**src/rtl/alu_pkg.sv**
```systemverilog
// Shared constants for the ALU issue path: flag bit positions, opcodes and FSM encoding.
package alu_pkg;

    localparam int MultiplicationOverflowIdx = 0;
    localparam int DivisionHasRemainderIdx   = 1;
    localparam int DivisionByZeroIdx         = 2;
    localparam int ZeroIdx                   = 3;

    localparam int OP_DIV = 0;
    localparam int OP_MUL = 1;

    // Settle counter width; LATENCY is limited to 1..15.
    localparam int CNT_W = 4;

    typedef enum logic [1:0] {
        IDLE = 2'd0,
        EXEC = 2'd1,
        RESP = 2'd2
    } state_t;

endpackage

```
**src/rtl/alu_issuer_if.sv**
```systemverilog
// Request, ALU-side and response signals of the issuer, plus the flags register view.
interface alu_issuer_if #(
    parameter int l = 16,
    parameter int p = 0
);
    logic         ReqValid;
    logic         ReqReady;
    logic [p:0]   ReqOperation;
    logic [l-1:0] ReqA;
    logic [l-1:0] ReqB;
    logic         ReqWriteFlags;

    logic [p:0]   Operation;
    logic [l-1:0] A;
    logic [l-1:0] B;
    logic [l-1:0] FlagsIn;
    logic [l-1:0] R;
    logic [l-1:0] FlagsOut;

    logic         RspValid;
    logic         RspReady;
    logic [l-1:0] RspResult;
    logic [l-1:0] RspFlags;

    logic [l-1:0] Flags;
    logic         FlagsClear;

    modport slave (
        input  ReqValid, ReqOperation, ReqA, ReqB, ReqWriteFlags,
        input  R, FlagsOut, RspReady, FlagsClear,
        output ReqReady, Operation, A, B, FlagsIn,
        output RspValid, RspResult, RspFlags, Flags
    );

    modport master (
        output ReqValid, ReqOperation, ReqA, ReqB, ReqWriteFlags,
        output R, FlagsOut, RspReady, FlagsClear,
        input  ReqReady, Operation, A, B, FlagsIn,
        input  RspValid, RspResult, RspFlags, Flags
    );
endinterface

```
**src/rtl/alu_issuer_flags_reg.sv**
```systemverilog
// Architectural flags register: async reset, synchronous clear that beats a write.
module flags_reg #(
    parameter int W = 16
) (
    input  logic         clk,
    input  logic         rst_n,
    input  logic         i_clr,
    input  logic         i_we,
    input  logic [W-1:0] i_d,
    output logic [W-1:0] o_q
);
    logic [W-1:0] r_q;

    always_ff @(posedge clk or negedge rst_n) begin
        if (!rst_n)
            r_q <= '0;
        else if (i_clr)
            r_q <= '0;
        else if (i_we)
            r_q <= i_d;
    end

    assign o_q = r_q;
endmodule

```
**src/rtl/alu_issuer.sv**
```systemverilog
// Issue front end for the signed divide/multiply ALU: freezes operands for LATENCY cycles,
// captures result and flags, returns them over a handshake and commits flags on request.
module alu_issuer
    import alu_pkg::*;
#(
    parameter int l       = 16,
    parameter int p       = 0,
    parameter int LATENCY = 1
) (
    input  logic        Clk,
    input  logic        nReset,
    alu_issuer_if.slave bus
);
    localparam int OPW = p + 1;

    state_t           r_state;
    logic [CNT_W-1:0] r_cnt;
    logic [p:0]       r_op;
    logic [l-1:0]     r_a;
    logic [l-1:0]     r_b;
    logic             r_wf;
    logic [l-1:0]     r_res;
    logic [l-1:0]     r_rflags;
    logic             r_rsp_valid;

    logic             w_legal;
    logic             w_capture;
    logic             w_commit;
    logic [l-1:0]     w_flags;
    logic [l-1:0]     w_cap_flags;

    assign w_legal   = (r_op == OPW'(OP_DIV)) || (r_op == OPW'(OP_MUL));
    assign w_capture = (r_state == EXEC) && (r_cnt == '0);
    assign w_commit  = w_capture && w_legal && r_wf;

    // Illegal ops echo the current flags so the consumer sees no spurious condition bits.
    always_comb begin
        w_cap_flags          = bus.FlagsOut;
        w_cap_flags[ZeroIdx] = (bus.R == '0);
        if (!w_legal)
            w_cap_flags = w_flags;
    end

    always_ff @(posedge Clk or negedge nReset) begin
        if (!nReset) begin
            r_state     <= IDLE;
            r_cnt       <= '0;
            r_op        <= '0;
            r_a         <= '0;
            r_b         <= '0;
            r_wf        <= 1'b0;
            r_res       <= '0;
            r_rflags    <= '0;
            r_rsp_valid <= 1'b0;
        end else begin
            case (r_state)
                IDLE: begin
                    if (bus.ReqValid) begin
                        r_op    <= bus.ReqOperation;
                        r_a     <= bus.ReqA;
                        r_b     <= bus.ReqB;
                        r_wf    <= bus.ReqWriteFlags;
                        r_cnt   <= CNT_W'(LATENCY - 1);
                        r_state <= EXEC;
                    end
                end
                EXEC: begin
                    if (r_cnt == '0) begin
                        r_res       <= w_legal ? bus.R : '0;
                        r_rflags    <= w_cap_flags;
                        r_rsp_valid <= 1'b1;
                        r_state     <= RESP;
                    end else begin
                        r_cnt <= r_cnt - 1'b1;
                    end
                end
                RESP: begin
                    if (bus.RspReady) begin
                        r_rsp_valid <= 1'b0;
                        r_state     <= IDLE;
                    end
                end
                default: r_state <= IDLE;
            endcase
        end
    end

    flags_reg #(.W(l)) u_flags (
        .clk   (Clk),
        .rst_n (nReset),
        .i_clr (bus.FlagsClear),
        .i_we  (w_commit),
        .i_d   (w_cap_flags),
        .o_q   (w_flags)
    );

    // Ready is gated by reset so nothing upstream sees an accept while reset is held.
    assign bus.ReqReady  = nReset && (r_state == IDLE);
    assign bus.Operation = r_op;
    assign bus.A         = r_a;
    assign bus.B         = r_b;
    assign bus.FlagsIn   = w_flags;
    assign bus.Flags     = w_flags;
    assign bus.RspValid  = r_rsp_valid;
    assign bus.RspResult = r_res;
    assign bus.RspFlags  = r_rflags;
endmodule
```
**src/flat_wrapper.sv**
```systemverilog
// flat-port wrapper written by rule: the top's interface ports become plain ports
module alu_issuer_flat import alu_pkg::*;
#(
    parameter int l       = 16,
    parameter int p       = 0,
    parameter int LATENCY = 1
)
  (Clk, nReset, bus_ReqValid, bus_ReqOperation, bus_ReqA, bus_ReqB, bus_ReqWriteFlags, bus_R, bus_FlagsOut, bus_RspReady, bus_FlagsClear, bus_ReqReady, bus_Operation, bus_A, bus_B, bus_FlagsIn, bus_RspValid, bus_RspResult, bus_RspFlags, bus_Flags);
  alu_issuer_if #(.l(l), .p(p)) bus_i ();
  input  logic Clk;
  input  logic nReset;
  input wire logic [$bits(bus_i.ReqValid)-1:0] bus_ReqValid;
  input wire logic [$bits(bus_i.ReqOperation)-1:0] bus_ReqOperation;
  input wire logic [$bits(bus_i.ReqA)-1:0] bus_ReqA;
  input wire logic [$bits(bus_i.ReqB)-1:0] bus_ReqB;
  input wire logic [$bits(bus_i.ReqWriteFlags)-1:0] bus_ReqWriteFlags;
  input wire logic [$bits(bus_i.R)-1:0] bus_R;
  input wire logic [$bits(bus_i.FlagsOut)-1:0] bus_FlagsOut;
  input wire logic [$bits(bus_i.RspReady)-1:0] bus_RspReady;
  input wire logic [$bits(bus_i.FlagsClear)-1:0] bus_FlagsClear;
  output wire logic [$bits(bus_i.ReqReady)-1:0] bus_ReqReady;
  output wire logic [$bits(bus_i.Operation)-1:0] bus_Operation;
  output wire logic [$bits(bus_i.A)-1:0] bus_A;
  output wire logic [$bits(bus_i.B)-1:0] bus_B;
  output wire logic [$bits(bus_i.FlagsIn)-1:0] bus_FlagsIn;
  output wire logic [$bits(bus_i.RspValid)-1:0] bus_RspValid;
  output wire logic [$bits(bus_i.RspResult)-1:0] bus_RspResult;
  output wire logic [$bits(bus_i.RspFlags)-1:0] bus_RspFlags;
  output wire logic [$bits(bus_i.Flags)-1:0] bus_Flags;
  assign bus_i.ReqValid = bus_ReqValid;
  assign bus_i.ReqOperation = bus_ReqOperation;
  assign bus_i.ReqA = bus_ReqA;
  assign bus_i.ReqB = bus_ReqB;
  assign bus_i.ReqWriteFlags = bus_ReqWriteFlags;
  assign bus_i.R = bus_R;
  assign bus_i.FlagsOut = bus_FlagsOut;
  assign bus_i.RspReady = bus_RspReady;
  assign bus_i.FlagsClear = bus_FlagsClear;
  assign bus_ReqReady = bus_i.ReqReady;
  assign bus_Operation = bus_i.Operation;
  assign bus_A = bus_i.A;
  assign bus_B = bus_i.B;
  assign bus_FlagsIn = bus_i.FlagsIn;
  assign bus_RspValid = bus_i.RspValid;
  assign bus_RspResult = bus_i.RspResult;
  assign bus_RspFlags = bus_i.RspFlags;
  assign bus_Flags = bus_i.Flags;
  alu_issuer #(.l(l), .p(p), .LATENCY(LATENCY)) u_core (.Clk(Clk), .nReset(nReset), .bus(bus_i));
endmodule
```
**config.mk**
```make
export PLATFORM = sky130hd
export DESIGN_NAME = alu_issuer_flat
export DESIGN_NICKNAME = d
export VERILOG_FILES = /design/src/rtl/alu_pkg.sv /design/src/rtl/alu_issuer_if.sv /design/src/rtl/alu_issuer_flags_reg.sv /design/src/rtl/alu_issuer.sv /design/src/flat_wrapper.sv
export SDC_FILE = /design/constraint.sdc
export NUM_CORES = 1
export LEC_CHECK = 0
export BUFFER_PORTS_ARGS = -buffer_cell sky130_fd_sc_hd__buf_2
export CAP_MARGIN = 20
export CORE_ASPECT_RATIO = 1.2
export CORE_MARGIN = 5
export CORE_UTILIZATION = 51
export DETAILED_ROUTE_END_ITERATION = 6
export GPL_TIMING_DRIVEN = 0
export PLACE_DENSITY = 0.91
export SLEW_MARGIN = 40
export SYNTH_ARGS = -nofsm -noshare
export SYNTH_HDL_FRONTEND = slang
export SYNTH_SLANG_ARGS = --single-unit
```
**constraint.sdc**
```tcl
create_clock -name Clk -period 4.6 [get_ports Clk]
set_input_delay 0 -clock Clk [delete_from_list [all_inputs] [get_ports Clk]]
set_output_delay 0 -clock Clk [all_outputs]
set_load 0.02 [all_outputs]
```
* Word level (Yosys, flattened, before mapping)
Cells that the tools add are included.
Word-level totals: logic and storage cells 43, register bits 89, input port bits 71
Operators by class: add/subtract/negate cells 1, mux-type cells 12, reductions and logical operators 14, equality and inequality tests 6
Operators with widths (number):
- $mux 16 | 2
- $logic_not 16->1 | 1
- $reduce_and 3->1 | 3
- $mux 4 | 2
- $ne 2x2->1 const B | 4
- $pmux 4 s2 | 1
- $mux 2 | 3
- $pmux 2 s3 | 1
- $reduce_bool 2->1 | 3
- $logic_not 4->1 | 1
- $reduce_and 2->1 | 2
- $sub 4x1->4 const B | 1
- $logic_and 1x1->1 | 3
- $eq 2x1->1 const B | 1
- $eq 2x2->1 const B | 1
- $logic_not 2->1 | 1
- $mux 1 | 2
- $pmux 1 s2 | 1

* Longest topological paths before layout
Gate-level depths: netlist of run 1.
word-level depth 5, gate-level depth with buffers 6, mapped depth without buffers 5

* By module
From an unflattened synthesis of run 1, not the netlist that was laid out.
Second synthesis, totals: cell total of the unflattened synthesis 319, area, all modules 3759.9 um^2
Modules (own cells, without submodules):
- alu_issuer | sequential area each 1826.8 um^2, cells an instance 267, times used 1, area each 3099.2 um^2
- flags_reg | sequential area each 400.4 um^2, cells an instance 52, times used 1, area each 660.6 um^2

* Worst setup path before layout of run 1
OpenSTA, ideal clock, no wires.
path type reg-to-reg, start point register u_core.r_cnt[0], end point register u_core.r_rflags[0], in the netlist u_core.bus.RspFlags[0], stages on the path, launching flop included 7, clock period less this slack 1.679 ns, setup time 0.125 ns, slack 2.921 ns, data required time 4.475 ns, arrival time 1.554 ns, cells stage by stage dfrtp_1 -> inv_1 -> ha_1 -> nor3b_4 -> nand2_4 -> buf_6 -> mux2_4
Between the ends: word-level cells in the longest chain between the ends 2
Ends and longest elaborated chain:
- start, declared | line alu_issuer.sv:17 | logic [CNT_W-1:0] r_cnt;
- start signal, assigned | line alu_issuer.sv:63 | r_cnt <= CNT_W'(LATENCY - 1);
- start signal, assigned | line alu_issuer.sv:74 | r_cnt <= r_cnt - 1'b1;
- $logic_not 4->1 | line alu_issuer.sv:68 | if (r_cnt == '0) begin
- $reduce_and 2->1 (no line)
- end signal, assigned | line alu_issuer.sv:70 | r_rflags <= w_cap_flags;
- end, declared | line alu_issuer.sv:23 | logic [l-1:0] r_rflags;
No other way between the ends. A chain may end at the register's enable or synchronous reset.

* Final worst setup path of run 1
start point register u_core.r_cnt[0], end point register u_core.u_flags.r_q[4], in the netlist u_core.u_flags.o_q[4]
Between the ends: word-level cells in the longest chain between the ends 4
Ends and longest elaborated chain:
- $logic_not 4->1 | line alu_issuer.sv:33 | assign w_capture = (r_state == EXEC) && (r_cnt == '0);
- $logic_and 1x1->1 | line alu_issuer.sv:33
- $logic_and 1x1->1 | line alu_issuer.sv:34 | assign w_commit = w_capture && w_legal && r_wf;
- $reduce_bool 2->1 (no line)
- end signal, assigned | line alu_issuer_flags_reg.sv:20 | r_q <= i_d;
- end, declared | line alu_issuer_flags_reg.sv:12 | logic [W-1:0] r_q;
No other way between the ends.

==> summary.md, run 1 <==
| Metric | Value |
|---|---|
| Max_cap viols | 0 |
| Pin count of the biggest net entering global routing | 51 |
| Chip height | 104 um |
| Register area share after synthesis | 0.587 |
| Starting Density | 0.524 |
| Relative slew slack | 0.663 |
| Post-detailed-route count of antenna-violating nets | 0 |
| Leakage dissipation | 3.07 nW |
| Ranking of synthesized cells by area | dfrtp_1, mux2_4, nand2_1 |
| Resized cells post-CTS | 0 |
| Layout area overhead | 49.0% |
| Post-layout minimum cycle time | approximately 2 ns |
| CP max stage delay | about 0.47 ns |
| FMAX | 0.503 GHz |
| Vias in the first global route | 3925 |
| CTS tree | built |
| Synthesized cell area | ~0.0038 sq mm |
| Setup TNS Final | 0 ns |
| Die X-Extent | just under 90 um |
| RSZ-0062 raised after global routing | false |
| Layout Skew | about 0.014 ns |
| Slowest-stage cell, CP | or3b_2 |
| Status | complete, no violations |
| Post-route setup slack | between 2 and 3 ns |
| CTS Sinks | 89 |
| Pwr Density | between 600 and 700 mW/mm^2 |
| Post-synth top area cell | dfrtp_1 |
| Syn Nets | 416 |
| # IOs | 170 |
| Share of the synthesized area in the top cell type | 0.587 |
| Routed wire per std cell | ~18 um |
| Synth Area per Inst | 11.1 sq um |
| Vias per inst | 5.23 |
| WP data required | 4.81 ns |
| Commonest non-fill, non-tap cell in the layout | buf_2 |
| CTS clk-pin slew, worst paths | 0.09 ns |
| Netlist cell types | 32 |
| Share of layout cells above drive strength 1 | 0.411 |
| IO Port Bufs | between 150 and 200 |
| Initial antenna violation count | 1 |
| Final core utilization | 0.781 |
| Routed Wire Length | 12100 um |
| CP Data Arrival Time | 2.20 ns |
| Final #Nets | 662 |
| Setup Slack @ Placement | 2.68 ns |
| DRT iter0 DRCs | between 150 and 200 |
| Global placer's final weighted congestion | between 0.8 and 0.9 |
| DRC viols | 0 |
| Std cell rows | 34 |
| Via count | 3580 |
| Clk_lat worst skew | 0.36 ns |
| Synth Instances | around 340 |
| Most frequent cells in the layout | buf_2, nand2_1, dfrtp_1 |
| Root buffer cell | clkbuf_8 |
| CTS Buffer Depth | 2 |
| Critical-path cell list | inv_1, ha_1, or3b_2, clkbuf_1, o21ai_0, a21oi_1 |
| Core area | approximately 0.0072 sq mm |
| Die Area | 0.00926 sq mm |
| GRT Total Usage | 0.269 |
| Crit. End Element | flop |
| Grt total ovfl | 0 |
| Final setup violation count | 0 |
| Synthesized flop and latch total | 89 |
| DRT Pass-1 Iters | 4 |
| First-pass GRT wire length | 19300 um |
| Startpoint types | flop |
| Hold WC Path Type | input port to flop |
| Pins over their slew limit | 0 |
| Clock H-tree levels | 3 |
| Bufs and invs on worst path | 2 |
| Crit path kind | flop to flop |
| Maximum VDD drop | 0.385 mV |
| DP Area | 0.00477 sq mm |
| Num CTS Buffers | 9 |
| CP delay by family, top | compound AO/OA/AOI/OAI gates |
| Transition time at the pin with the least slew margin | slightly above 0.5 ns |
| Dpl hpwl | around 7700 um |
| CP max FO | 10 |
| Period utilization | 0.433 |
| Final hold vios | 0 |
| YS warnings | 0 |
| Final instance area | 0.00565 sq mm |
[per-stage QoR]
stage	cells	power, mW	hold slack [ns]
after floorplan	343	2.40	-0.296
after global placement	600	2.90	0.188
after detailed placement	601	2.98	-0.0643
after CTS	684	3.58	0.00508
after global routing	685	3.81	0.0445
final	685	3.60	0.0296
[logic make-up (layout without fill, tap and decap cells)]
group / Yosys count / in the layout / synth area share
flops: 89 / 89 / 0.587
other cells: 0 / 1 / 0
fa+ha+maj: 2 / 2 / 0.00660
simple gates: 143 / 143 / 0.169
mux: 33 / 33 / 0.124
buf+inv: 37 / 288 / 0.0601
compound gates: 39 / 39 / 0.0531
[synthesized netlist by cell type (all sizes together)]
cell type / instances
nand2: 106
dfrtp: 89
mux2: 31
buf: 25
o21ai: 21
nand3: 18
a21oi: 15
clkbuf: 9
nor4: 4
inv: 3
nand2b: 3
nor3b: 3
ha: 2
mux2i: 2
or3b: 2
and3b: 1
nand3b: 1
nand4: 1
nor2: 1
nor2b: 1
nor3: 1
o211ai: 1
o22ai: 1
o31ai: 1
or3: 1
[metal layers]
metal / GRT usage / up-vias / share of wire
met5: 0 / - / 0
met4: 0.121 / 0 / 0.037
met3: 0.0547 / 41 / 0.084
met2: 0.488 / 194 / 0.54
met1: 0.289 / 1723 / 0.34
li1: - / 1622 / -
[report_power, final]
group          internal, mW  switching, mW
Sequential             1.11          0.218
Combinational         0.708           1.01
Clock                 0.268          0.283
[final cells by class]
cell class	instances	area (sq um)
sequential	89	2230
buffer	34	216
clock buffer	10	138
tap	90	113
inverter	3	11.3
clock inverter	6	66.3
antenna	1	2.50
fill	471	1580
multi-input combinational	217	1340
timing repair buffer	235	1540
[what timing repair did]
action,4_1_cts,5_1_grt
hold buffers,67,0
endpoints found under the setup margin,0,0
endpoints found under the hold margin,171,0
buffers inserted,0,0
[sequential cells by signal (all words and copies together) (netlist names)]
name                  count
u_core.bus.RspValid       1
u_core.bus.Operation      1
u_core.bus.RspFlags      16
u_core.r_wf               1
u_core.bus.RspResult     16
u_core.u_flags.o_q       16
u_core.bus.A             16
u_core.r_cnt              4
u_core.r_state            2
u_core.bus.B             16
[final timing paths]
kind,from,to,slack (ns),cells after the start
max,u_core.r_cnt[0],u_core.u_flags.o_q[4],2.61,6
min,bus_FlagsClear,u_core.u_flags.o_q[12],0.03,2
max reg2reg,u_core.r_cnt[0],u_core.u_flags.o_q[4],2.61,6
min reg2reg,u_core.bus.A[0],u_core.bus.A[0],0.48,2
max in group asynchronous,nReset,u_core.r_state[1],3.90,3
min in group asynchronous,nReset,u_core.bus.RspFlags[13],0.14,2
Power figures use the tool's default switching activity.
==> run 2: changes to the inputs <==
CORE_UTILIZATION = 42   (was 51)
PLACE_DENSITY = 0.8   (was 0.91)
clock period = 1.7 ns   (was 4.6 ns; I/O delays follow)
==> summary.md, run 2 (synthesis gave the netlist of run 1 again) <==
| Metric | Value |
|---|---|
| Final hold vios | 0 |
| Die Area | 0.0110 sq mm |
| Relative slew slack | 0.687 |
| CTS Sinks | 89 |
| CP max FO | 10 |
| Bufs and invs on worst path | 2 |
| IO Port Bufs | 167 |
| Via count | 3487 |
| GRT Total Usage | 0.209 |
| Clock H-tree levels | 3 |
| Leakage dissipation | 3.18 nW |
| CP Data Arrival Time | 1.89 ns |
| Final core utilization | 0.657 |
| Num CTS Buffers | 9 |
| Placed insts | 631 |
| FF-to-FF Start | u_core.r_cnt[0] |
| Period utilization | 0.970 |
| Crit. End Element | flop |
| Pwr Density | approximately 1700 mW/mm^2 |
| DRT Pass-1 Iters | 4 |
| Final #Nets | 673 |
| Vias per inst | slightly below 5 |
| Startpoint types | flop |
| DRC viols | 0 |
| # IOs | 170 |
| Crit path kind | flop to flop |
| Hold path depth | 2 |
| Die X-Extent | 96.7 um |
| Layout area overhead | 55.0% |
| Critical-path cell list | inv_2, ha_4, nor3b_4, nand2_4, buf_6, mux2_4 |
| WP data required | between 1.5 and 2 ns |
| Transition time at the pin with the least slew margin | between 0.4 and 0.5 ns |
| CTS Buffer Depth | 2 |
| Commonest non-fill, non-tap cell in the layout | buf_2 |
| Root buffer cell | clkbuf_8 |
| Status | complete, no violations |
| Stages on worst setup path | 6 |
| Reg2Reg Depth | 6 |
| Core area | 0.00894 sq mm |
| Most frequent cells in the layout | buf_2, nand2_1, dfrtp_1 |
| Non-filler instance count after layout | 725 |
| Routed wire per std cell | 16.1 um |
| R2r setup slk | 0.05 ns |
| Dpl hpwl | 7290 um |
| Footprint of the multi-input gates | 0.00136 sq mm |
| Layout Skew | 0.00795 ns |
| Setup Slack @ Placement | -0.218 ns |
| Share of layout cells above drive strength 1 | 0.440 |
| Slowest-stage cell, CP | dfrtp_1 |
| Final setup violation count | 0 |
| Worst r2r dst | u_core.bus.RspFlags[6] |
| FF+latch area | 0.00223 sq mm |
| Global placer's final weighted congestion | between 0.7 and 0.8 |
| First-pass GRT wire length | 18600 um |
| Setup TNS Final | 0 ns |
| CP Launch Point | u_core.r_cnt[0] |
| CTS tree | built |
| Vias in the first global route | 3720 |
| CTS clk-pin slew, worst paths | roughly 0.080 ns |
| Hold WC Path Type | input port to flop |
| Post-route setup slack | between 0.05 and 0.06 ns |
| # diodes | 0 |
| Fillers | ~680 |
| Pins over their slew limit | 0 |
| Chip height | around 110 um |
| Starting Density | 0.424 |
| Maximum VDD drop | 0.961 mV |
| Clk_lat worst skew | 0.35 ns |
| Max_cap viols | 0 |
| FMAX | 0.606 GHz |
| Initial antenna violation count | 0 |
| Post-detailed-route count of antenna-violating nets | 0 |
| Std cell rows | 38 |
| Grt total ovfl | 0 |
| DRT iter0 DRCs | 155 |
| Routed Wire Length | 11700 um |
| CP max stage delay | ~0.40 ns |
| CP delay by family, top | flip-flops |
| Pin count of the biggest net entering global routing | 64 |
| Post-layout minimum cycle time | 1.65 ns |
| CP Capture Point | u_core.bus.RspFlags[6] |
## run 2: cell count changes in the layout (fill, tap and decap cells not counted), sizes merged
cell / before / now
diode: 1 / 0
bufinv: 1 / 2
inv: 4 / 3
buf: 193 / 205
clkinv: 4 / 3
## run 2: area by class of cell
cell class	count	area share
repair buffers	247	0.283
clock inverters	5	0.0134
well taps	120	0.0255
clock buffers	11	0.0241
flip-flops and latches	89	0.379
multi-input cells	217	0.231
plain buffers	33	0.0415
inverters	3	0.00192
## run 2: power breakdown
group | internal, mW | switching (mW) | total [mW]
registers | 3.01 | 0.561 | 3.57
logic | 2.17 | 2.78 | 4.95
clock network | 0.867 | 0.721 | 1.59
total | 6.05 | 4.06 | 10.1
## run 2: timing repair
action                                 in CTS  in global routing
resized for setup                           9                 31
hold buffers                               67                  0
gates cloned                                0                  2
buffers inserted                            3                  7
endpoints found under the hold margin     171                  0
setup endpoints to repair                  51                 78
## run 2: worst min-delay path by stage
| stage | endpoint | slack [ns] | from |
|---|---|---|---|
| after floorplan | u_core.bus.A[0] | -0.30 | nReset |
| after global placement | u_core.bus.B[12] | 0.19 | bus_ReqB[12] |
| after detailed placement | u_core.bus.RspResult[13] | -0.11 | nReset |
| after CTS | u_core.u_flags.o_q[12] | 0.0006 | bus_FlagsClear |
| after global routing | u_core.u_flags.o_q[15] | 0.04 | bus_FlagsClear |
| final | u_core.u_flags.o_q[12] | 0.03 | bus_FlagsClear |
## run 2: through the flow
step	cell area, sq um	power (mW)	hold slack (ns)
4_1_cts	5730	9.84	0.000584
3_5_place_dp	4810	8.03	-0.114
5_1_grt	5880	10.7	0.0409
2_1_floorplan	3790	6.51	-0.296
3_3_place_gp	4780	7.87	0.189
6_report	5880	10.1	0.0285
## run 2: per-layer routing
metal,wire length [um],GRT usage
met5,0,0
met4,346,0.110
met3,754,0.0518
met2,6280,0.379
met1,4300,0.225
## run 2: worst reg2reg max path: stages, from the launching register on
cell	delay, ns
dfrtp_1	0.40
inv_2	0.10
ha_4	0.13
nor3b_4	0.25
nand2_4	0.15
buf_6	0.20
mux2_4	0.30
==> run 3: changes to the inputs <==
RECOVER_POWER = 25   (was unset)
==> summary.md, run 3 (synthesis gave the netlist of run 1 again) <==
| Metric | Value |
|---|---|
| Vias in the first global route | approximately 3700 |
| Clk pwr share | 0.157 |
| Root buffer cell | clkbuf_8 |
| Hold path depth | 2 |
| Chip height | 114 um |
| NetSw | 4.06 mW |
| Hold_ws | 0.0150 ns |
| Setup TNS Final | 0 ns |
| CTS tree | built |
| CTS clk-pin slew, worst paths | 0.08 ns |
| First-pass GRT wire length | roughly 19000 um |
| FF-to-FF Start | u_core.r_cnt[0] |
| Routed Wire Length | approximately 12000 um |
| Maximum VDD drop | roughly 0.96 mV |
| FMAX | 0.608 GHz |
| Die X-Extent | 96.7 um |
| Part of the power in registers | 0.353 |
| DRT iter0 DRCs | 142 |
| Routed wire per std cell | 16.1 um |
| Dpl hpwl | ~7300 um |
| Pin count of the biggest net entering global routing | between 60 and 70 |
| Final #Nets | 673 |
| Most frequent cells in the layout | buf_2, nand2_1, dfrtp_1 |
| Clk_lat worst skew | 0.35 ns |
| Pwr Density | 1720 mW/mm^2 |
| Clock H-tree levels | 3 |
| IO Port Bufs | 167 |
| R2r setup slk | 0.06 ns |
| Final setup violation count | 0 |
| Share of layout cells above drive strength 1 | 0.440 |
| Hold Startpoint | bus_FlagsClear |
| Worst r2r dst | u_core.bus.RspFlags[6] |
| Commonest non-fill, non-tap cell in the layout | buf_2 |
| Die Area | 0.0110 sq mm |
| Relative slew slack | 0.474 |
| # diodes | 0 |
| Final hold vios | 0 |
| WP data required | 1.94 ns |
| Max_cap viols | 0 |
| Via count | 3513 |
| Transition time at the pin with the least slew margin | 0.789 ns |
| Leakage dissipation | 3.17 nW |
| Core area | 0.00894 sq mm |
| Internal power | 6.04 mW |
| Global placer's final weighted congestion | 0.795 |
| Post-detailed-route count of antenna-violating nets | 0 |
| Grt total ovfl | 0 |
| CTS Buffer Depth | 2 |
| Tot Pwr | 10.1 mW |
| Vias per inst | 4.85 |
| CTS Sinks | between 80 and 90 |
| Starting Density | 0.424 |
| Layout area overhead | 54.5% |
| Switching share of power | 0.402 |
| Std cell rows | 38 |
| Period utilization | 0.967 |
| WHS Endpoint | u_core.u_flags.o_q[12] |
| DRT Pass-1 Iters | 4 |
| Startpoint types | flop |
| Status | complete, no violations |
| Crit. End Element | flop |
| Initial antenna violation count | 0 |
| Crit path kind | flop to flop |
| # IOs | 170 |
| Comb pwr share | 0.490 |
| Num CTS Buffers | 9 |
| Hold WC Path Type | input port to flop |
| Reg2Reg Depth | 6 |
| CP max FO | 10 |
| Pins over their slew limit | 0 |
| CP Data Arrival Time | 1.88 ns |
| GRT Total Usage | 0.209 |
| Layout Skew | 0.00755 ns |
| DRC viols | 0 |
| Post-layout minimum cycle time | about 1.6 ns |
| CP Launch Point | u_core.r_cnt[0] |
[run 3: changes by cell type in the layout (fill, tap and decap cells not counted)]
cell	before	now
clkbuf_16	2	1
clkbuf_2	3	4
[run 3: area by class of cell]
type / count / area [sq um]
Buffer: 33 / 244
Clock inverter: 5 / 78.8
Inverter: 3 / 11.3
Sequential cell: 89 / 2230
Timing Repair Buffer: 247 / 1650
Clock buffer: 11 / 141
Multi-Input combinational cell: 217 / 1360
Fill cell: 680 / 3080
Tap cell: 120 / 150
[run 3: power by group through the flow]
stage	sequential [mW]	clock [mW]	combinational [mW]
global placement	3.51	0	4.36
floorplan	4.52	0	1.99
global route	3.68	1.71	5.33
detailed placement	3.55	0	4.48
finish	3.57	1.59	4.95
CTS	3.52	1.63	4.69
[run 3: worst max-delay path by stage]
| stage | end | slack [ns] | cells after the start |
|---|---|---|---|
| finish | u_core.bus.RspFlags[6] | 0.06 | 6 |
| global route | u_core.bus.RspFlags[10] | -0.006 | 6 |
| CTS | u_core.u_flags.o_q[0] | -0.02 | 6 |
| detailed placement | u_core.bus.RspFlags[10] | -0.22 | 6 |
| global placement | bus_ReqReady | -0.28 | 3 |
| floorplan | u_core.bus.RspFlags[0] | 0.02 | 6 |
[run 3: worst max-delay path: stages (launching register included)]
cell,delay [ns]
dfrtp_1,0.40
inv_2,0.10
ha_4,0.13
nor3b_4,0.25
nand2_4,0.15
buf_6,0.20
mux2_4,0.30
[run 3: timing repair]
action                                  4_1_cts  5_1_grt
gates resized for setup                       9       31
endpoints found under the setup margin       51       78
pin swaps                                     0        0
cloned                                        0        2
setup buffers                                 3        7
endpoints found under the hold margin       171        0
hold buffers                                 67        0
[run 3: layer usage]
layer / share of wire / vias to the layer above / track usage
met5: 0 / - / 0
met4: 0.033 / 0 / 0.110
met3: 0.067 / 32 / 0.0518
met2: 0.54 / 170 / 0.379
met1: 0.36 / 1669 / 0.225
li1: - / 1642 / -
[run 3: per-stage QoR]
step / utilization / instances / setup WS [ns] / cell area [sq um]
2_1_floorplan: - / 343 / 0.0213 / 3790
3_3_place_gp: 0.534 / 630 / -0.277 / 4780
3_5_place_dp: 0.538 / 631 / -0.218 / 4810
4_1_cts: 0.641 / 717 / -0.0201 / 5730
5_1_grt: 0.655 / 725 / -0.00552 / 5860
6_report: 0.655 / 725 / 0.0554 / 5860
